==> src/rtl/branch_predictor_table.sv <==
// branch_predictor_table: bimodal/gshare table of saturating direction counters
module branch_predictor_table #(
    parameter int CTR_W  = 2,
    parameter int IDX_W  = 4,
    parameter int HIST_W = 4,
    parameter int MODE   = 1,
    parameter int INIT   = 2**CTR_W-1,
    parameter int STAT_W = 16
) (
    input  logic              clk,
    input  logic              rst_n,
    input  logic              req_valid,
    input  logic [IDX_W-1:0]  req_pc,
    output logic              pred_valid,
    output logic              pred_taken,
    output logic [IDX_W-1:0]  pred_idx,
    input  logic              upd_valid,
    input  logic [IDX_W-1:0]  upd_idx,
    input  logic              upd_taken,
    input  logic              upd_pred,
    output logic [STAT_W-1:0] mispredict_cnt
);
    localparam int N    = 2**IDX_W;
    localparam int GH_W = (HIST_W > 0) ? HIST_W : 1;
    localparam logic [CTR_W-1:0] INIT_V = CTR_W'(INIT);

    logic [CTR_W-1:0]  ctr_q [N];
    logic [CTR_W-1:0]  ctr_d [N];
    logic [GH_W-1:0]   ghist_q, ghist_d;
    logic              pred_valid_q, pred_valid_d;
    logic              pred_taken_q, pred_taken_d;
    logic [IDX_W-1:0]  pred_idx_q, pred_idx_d;
    logic [STAT_W-1:0] stat_q, stat_d;
    logic [IDX_W-1:0]  idx;
    logic [CTR_W-1:0]  cur;

    // Lookup reads pre-update state; training and history/stat updates are computed alongside
    always_comb begin
        idx          = req_pc ^ ((MODE == 1 && HIST_W > 0) ? IDX_W'(ghist_q) : '0);
        pred_valid_d = req_valid;
        pred_taken_d = req_valid ? ctr_q[idx][CTR_W-1] : pred_taken_q;
        pred_idx_d   = req_valid ? idx : pred_idx_q;
        cur          = ctr_q[upd_idx];
        ctr_d        = ctr_q;
        if (upd_valid)
            ctr_d[upd_idx] = upd_taken ? (&cur ? cur : cur + 1'b1) : (|cur ? cur - 1'b1 : cur);
        ghist_d      = (upd_valid && HIST_W > 0) ? GH_W'({ghist_q, upd_taken}) : ghist_q;
        stat_d       = (upd_valid && upd_pred != upd_taken && !(&stat_q)) ? stat_q + 1'b1 : stat_q;
    end

    // State registers with asynchronous reset to the initial table/history/stat values
    always_ff @(posedge clk or negedge rst_n) begin
        if (!rst_n) begin
            for (int i = 0; i < N; i++) ctr_q[i] <= INIT_V;
            ghist_q      <= '0;
            pred_valid_q <= 1'b0;
            pred_taken_q <= INIT_V[CTR_W-1];
            pred_idx_q   <= '0;
            stat_q       <= '0;
        end else begin
            ctr_q        <= ctr_d;
            ghist_q      <= ghist_d;
            pred_valid_q <= pred_valid_d;
            pred_taken_q <= pred_taken_d;
            pred_idx_q   <= pred_idx_d;
            stat_q       <= stat_d;
        end
    end

    assign pred_valid     = pred_valid_q;
    assign pred_taken     = pred_taken_q;
    assign pred_idx       = pred_idx_q;
    assign mispredict_cnt = stat_q;
endmodule
==> config.mk <==
export PLATFORM = sky130hd
export DESIGN_NAME = branch_predictor_table
export DESIGN_NICKNAME = d
export VERILOG_FILES = /design/src/rtl/branch_predictor_table.sv
export SDC_FILE = /design/constraint.sdc
export NUM_CORES = 1
export LEC_CHECK = 0
export ABC_AREA = 1
export BUFFER_PORTS_ARGS = -buffer_cell sky130_fd_sc_hd__buf_4
export CORE_MARGIN = 1.5
export CORE_UTILIZATION = 53
export DETAILED_ROUTE_END_ITERATION = 12
export MAX_ROUTING_LAYER = met4
export PLACE_DENSITY = 0.79
export SLEW_MARGIN = 40
export SYNTH_ARGS = -nofsm -noshare
export SYNTH_HDL_FRONTEND = slang
export SYNTH_SLANG_ARGS = --single-unit
==> constraint.sdc <==
create_clock -name clk -period 1.4 [get_ports clk]
set_input_delay 0.28 -clock clk [delete_from_list [all_inputs] [get_ports clk]]
set_output_delay 0.28 -clock clk [all_outputs]
set_load 0.02 [all_outputs]
**Word-level counts from Yosys, hierarchy flattened**

Cells that the tools add are included.

- Register bits: 58
- Bits in latches: 0
- Bits in writable memories: 0
- ROM bits: 0
- Input bits: 14
- Output and inout port bits: 22
- Memories kept: 0

- Add/subtract/negate cells: 3
- $mul: 0
- Div/mod/pow operators: 0
- Magnitude comparators: 3
- Equality and inequality tests: 1
- Shift operators: 0
- Multiplexer cells: 12
- Bitwise gates (word level): 3
- Reductions and logical operators: 7

Operators with widths:

| kind | number |
|---|---|
| $bwmux 32 | 1 |
| $add 16x1->16 const B | 1 |
| $bmux 2 s4 | 2 |
| $mux 2 | 8 |
| $reduce_and 16->1 | 1 |
| $ge 5x5->1 const B | 2 |
| $not 4->5 | 2 |
| $demux 2 s4 | 1 |
| $lt 5x1->1 const B | 1 |
| $xor 4x4->4 | 1 |
| $logic_and 1x1->1 | 3 |
| $add 2x1->2 const B | 1 |
| $reduce_and 2->1 | 1 |
| $reduce_or 2->1 | 1 |
| $sub 2x1->2 const B | 1 |
| $logic_not 1->1 | 1 |
| $ne 1x1->1 | 1 |

**Longest topological paths before layout**

- Word-level depth: 8
- Gate-level depth with buffers: 16

**Worst setup path before layout**

Ideal clock, no wire load.

- Path type: reg-to-reg
- Start point: reg stat_q[0] (netlist: mispredict_cnt[0])
- End point: reg stat_q[8] (netlist: mispredict_cnt[8])
- Arrival: 1.495 ns
- Data required time: 1.270 ns
- Path slack: -0.226 ns
- Cell stages (with the launch flop): 10
- Buffers on the path: 1
- Period minus slack after synthesis: 1.626 ns
- Cells stage by stage: dfrtp_1 -> ha_1 -> nand3_1 -> nor2_1 -> nand3_1 -> nand2_1 -> buf_2 -> nor2_1 -> nand2_1 -> xnor2_1

- Longest elaborated chain between the ends: 3

RTL lines:

| what | RTL line | source |
|---|---|---|
| from (decl) | 33 | `logic [STAT_W-1:0] stat_q, stat_d;` |
| from (signal assigned) | 66 | `stat_q <= stat_d;` |
| parallel branches: the longest is 3 deep, another holds $add 16x1->16 | - |  |

Parallel ways; which one is timed is not known.
A chain may end at the register's enable or synchronous reset.

**Worst setup path in the final report**

- Start point: reg ctr_q[21] in the netlist's numbering
- End point: reg ctr_q[0] in the netlist's numbering

- Longest elaborated chain between the ends: 7

RTL lines:

| what | RTL line | source |
|---|---|---|
| from (decl) | 27 | `logic [CTR_W-1:0] ctr_q [N];` |
| from (signal assigned) | 61 | `ctr_q <= ctr_d;` |
| $bmux 2 s4 * | 43 | `cur = ctr_q[upd_idx];` |
| $mux 2 (not written as such) * (2 in series) | 43 |  |
| $reduce_or 2->1 or $reduce_and 2->1 (tied branches) | 46 | `ctr_d[upd_idx] = upd_taken ? (&cur ? cur : cur + 1'b1) : (\|cur ? cur - 1'b1 : cur);` |
| $mux 2 | 46 |  |
| $mux 2 * | 46 |  |
| $bwmux 32 * | 46 |  |

Mark *: on every way between the ends. The rest lies on a longest branch, timed or not. The select of a mux whose other input is x is not followed.

==> flow_metrics.py <==
metrics = {
    "outcome": {
        "status": "complete, but fails checks",
        "violations": "negative setup slack",
    },
    "cells_and_area": {
        "area_growth_pct": 45.3,
        "post-route-util": 0.792,
        "num_antenna_cells": 0,
        "fin_cells": 617,
        "fin_nets": 552,
        "fin_area_um2": 4660,
        "drive_gt1_frac": 0.445,
    },
    "timing": {
        "setup_tns_ns": -6.81,
        "worst_pin_slew_ns": 0.413,
        "hold_viol_final": 0,
        "setup_viol": 46,
        "skew_ns": 0.0133,
        "slew_violations": 0,
        "rsz0062_at_grt": "yes",
        "fin_crit_ns": 1.64,
        "period_share": 1.17,
        "max_clock_freq_mhz": 610,
        "fin_hold_ws_ns": 0.0468,
        "relSlewSlack": 0.723,
        "layout_setup_ws_ns": -0.239,
    },
    "global_routing": {
        "grt_pass1_vias": 3006,
        "grt_max_degree": 35,
        "grt-ovfl-total": 0,
        "grt_pass1_wl_um": 14000,
        "antenna_found_initial": 0,
        "grt_use_total": 0.294,
    },
    "detailed_routing": {
        "drt_pass1_iterations": 5,
        "drc": 0,
        "post_drt_wl_per_cell_um": 16.0,
        "postRouteAntennaNets": 0,
        "routed_wl_um": 9880,
        "routed-via-count": 3303,
        "vias_per_cell": 5.35,
        "first_iter_violations": 287,
    },
    "pwr": {
        "p_int_mw": 3.96,
        "leakage_nw": 2.30,
        "swShare": 0.354,
        "power_density_nw_per_um2": 1320,
        "p_sw_mw": 2.17,
        "power_mw": 6.14,
        "combPwrFrac": 0.341,
        "power_frac_seq": 0.395,
        "ir_worst_vdd_mv": 1.02,
        "power.clock.fraction": 0.264,
    },
    "worst_setup_path": {
        "worst_ep_arrival_time_ns": 1.93,
        "r2r_cells": 12,
        "cp_cell_sequence": "nand2_1 > nand2_1 > nand2_1 > nand2_1 > nand2_1 > nand2_2 > nor2_4 > nand2_4 > nand2_8 > nand2_8 > nand2_2 > nand2_2",
        "path_depth": 12,
        "critPathKind": "reg -> reg",
        "slowest_delay_ns": 0.54,
        "cp_max_fo": 8,
        "crit_path_top_delay_cell": "dfstp_2",
        "endpoint_kind": "flop",
        "required_ns": 1.69,
        "critical_path.most_common_cell": "nand2_1",
        "cp_num_buf_inv": 0,
        "startpoint_type": "flop",
        "path_delay_family": "simple AND/OR/NAND/NOR gates",
    },
    "floorplan": {
        "die_area_um2": 6530,
        "initial_core_util": 0.545,
        "io_pins": 36,
        "row_count": 28,
        "core_area_um2": 5890,
        "die_y_um": 80.8,
        "die-width_um": 80.8,
    },
    "cts": {
        "root_buffer": "clkbuf_8",
        "tritoncts": "built",
        "cts_buffers": 9,
        "cts_max_level": 3,
        "cts_buffer_depth": 2,
        "clk_pin_slew_ns": 0.07,
        "clock_latency_ns": 0.36,
        "clock-sinks": 58,
    },
    "synth": {
        "syn-num-nets": 455,
        "synth_seq_area_share": 0.465,
        "async_flop_share": 1.00,
        "netlist_instances": 440,
        "synthDistinctLibCells": 26,
        "synth_ff_type": "dfstp_2",
        "synth_area_um2": 3210,
        "avgSynthCellArea_um2": 7.29,
        "synth-seq-cells": 58,
        "synth_warnings": 0,
        "synth_edf_count": 0,
    },
    "placed_design": {
        "dpl.cell_count": 588,
        "dpl_worst_slack_ns": -0.285,
        "numPortBuffers": 35,
        "hpwlAfterDp_um": 5880,
        "place_congestion": 0.955,
        "dpl_cell_area_um2": 3930,
    },
    "worst_hold_path": {
        "whs_path_depth": 1,
        "hp-class": "in -> reg",
    },
    "run": {
        "cap_violations": 0,
    },
}
flip-flops by register name, summed over array words and instances, names as in the netlist:
| name | flops |
|---|---|
| ctr_q | 32 |
| mispredict_cnt | 16 |
| ghist_q | 4 |
| pred_idx | 4 |
| pred_taken | 1 |
| pred_valid | 1 |
layout make-up:
| cell class | instances | area [um2] |
|---|---|---|
| Clock buffer | 11 | 151 |
| Clock inverter | 5 | 52.6 |
| Fill cell | 350 | 1220 |
| Inverter | 48 | 188 |
| Multi-Input combinational cell | 326 | 1900 |
| Sequential cell | 58 | 1500 |
| Tap cell | 75 | 93.8 |
| Timing Repair Buffer | 94 | 778 |
repair_timing:
| action | in CTS | in global routing |
|---|---|---|
| pin swaps | 19 | 41 |
| hold endpoints to repair | 4 | 0 |
| setup buffers | 3 | 9 |
| gates cloned | 2 | 0 |
| resized for setup | 42 | 60 |
| setup endpoints to repair | 41 | 48 |
| hold buffers | 1 | 0 |
logic make-up (layout without fill, tap and decap cells):
family	after synthesis	count (layout)	share of synthesized area
AOI/OAI and AO/OA	17	17	0.0316
xor gates and xnor gates	17	17	0.0464
adders and majority gates	1	1	0.00390
buffers and inverters	58	158	0.0808
DFF	58	58	0.465
muxes	1	1	0.00351
and+or+nand+nor	288	290	0.368
final timing paths:
| path | to | slack [ns] | startpoint |
|---|---|---|---|
| max | ctr_q[0] | -0.24 | ctr_q[21] |
| min | pred_valid | 0.05 | req_valid |
| max reg2reg | ctr_q[0] | -0.24 | ctr_q[21] |
| min reg2reg | ctr_q[24] | 0.46 | ctr_q[24] |
| max in group asynchronous | ctr_q[18] | 0.47 | rst_n |
| min in group asynchronous | pred_valid | 0.36 | rst_n |
synth_stat cells (3+ instances only):
cell type / n / share of area
a21oi_1: 3 / 0.0047
nand2_2: 6 / 0.012
dfstp_2: 33 / 0.27
nand3_1: 32 / 0.050
dfrtp_1: 25 / 0.20
xor2_1: 7 / 0.019
inv_1: 45 / 0.053
xnor2_1: 10 / 0.027
nand2_1: 204 / 0.24
nor3_1: 4 / 0.0062
nor2_1: 32 / 0.037
buf_6: 5 / 0.018
buf_2: 3 / 0.0047
o21ai_0: 9 / 0.014
nand4_1: 4 / 0.0078
inv_2: 3 / 0.0035
metal layers:
layer,up-vias,track usage,part of all wire
met5,-,-,0
met4,0,0.136,0.040
met3,43,0.0472,0.061
met2,159,0.465,0.50
met1,1550,0.372,0.40
li1,1551,-,-
layout by cell type (no fill, tap or decap), drive strengths merged, types with 2 or more instances in the layout:
master,netlist,final
a21oi,3,3
dfrtp,25,25
o21ai,12,12
nand2,212,214
nor3,4,4
clkbuf,2,11
xor2,7,7
nand4,4,4
clkinv,0,3
nand3,32,32
dfstp,33,33
xnor2,10,10
nor2,35,35
inv,48,48
o211ai,2,2
buf,8,93
power by group through the flow:
stage               logic (mW)  registers [mW]  clock network, mW
detailed placement        1.60            2.40                  0
global placement          1.55            2.40                  0
global route              2.27            2.46               1.70
finish                    2.10            2.42               1.62
CTS                       1.76            2.39               1.62
floorplan                0.800            2.52                  0
Note: power is estimated with default switching activity, not from simulation.
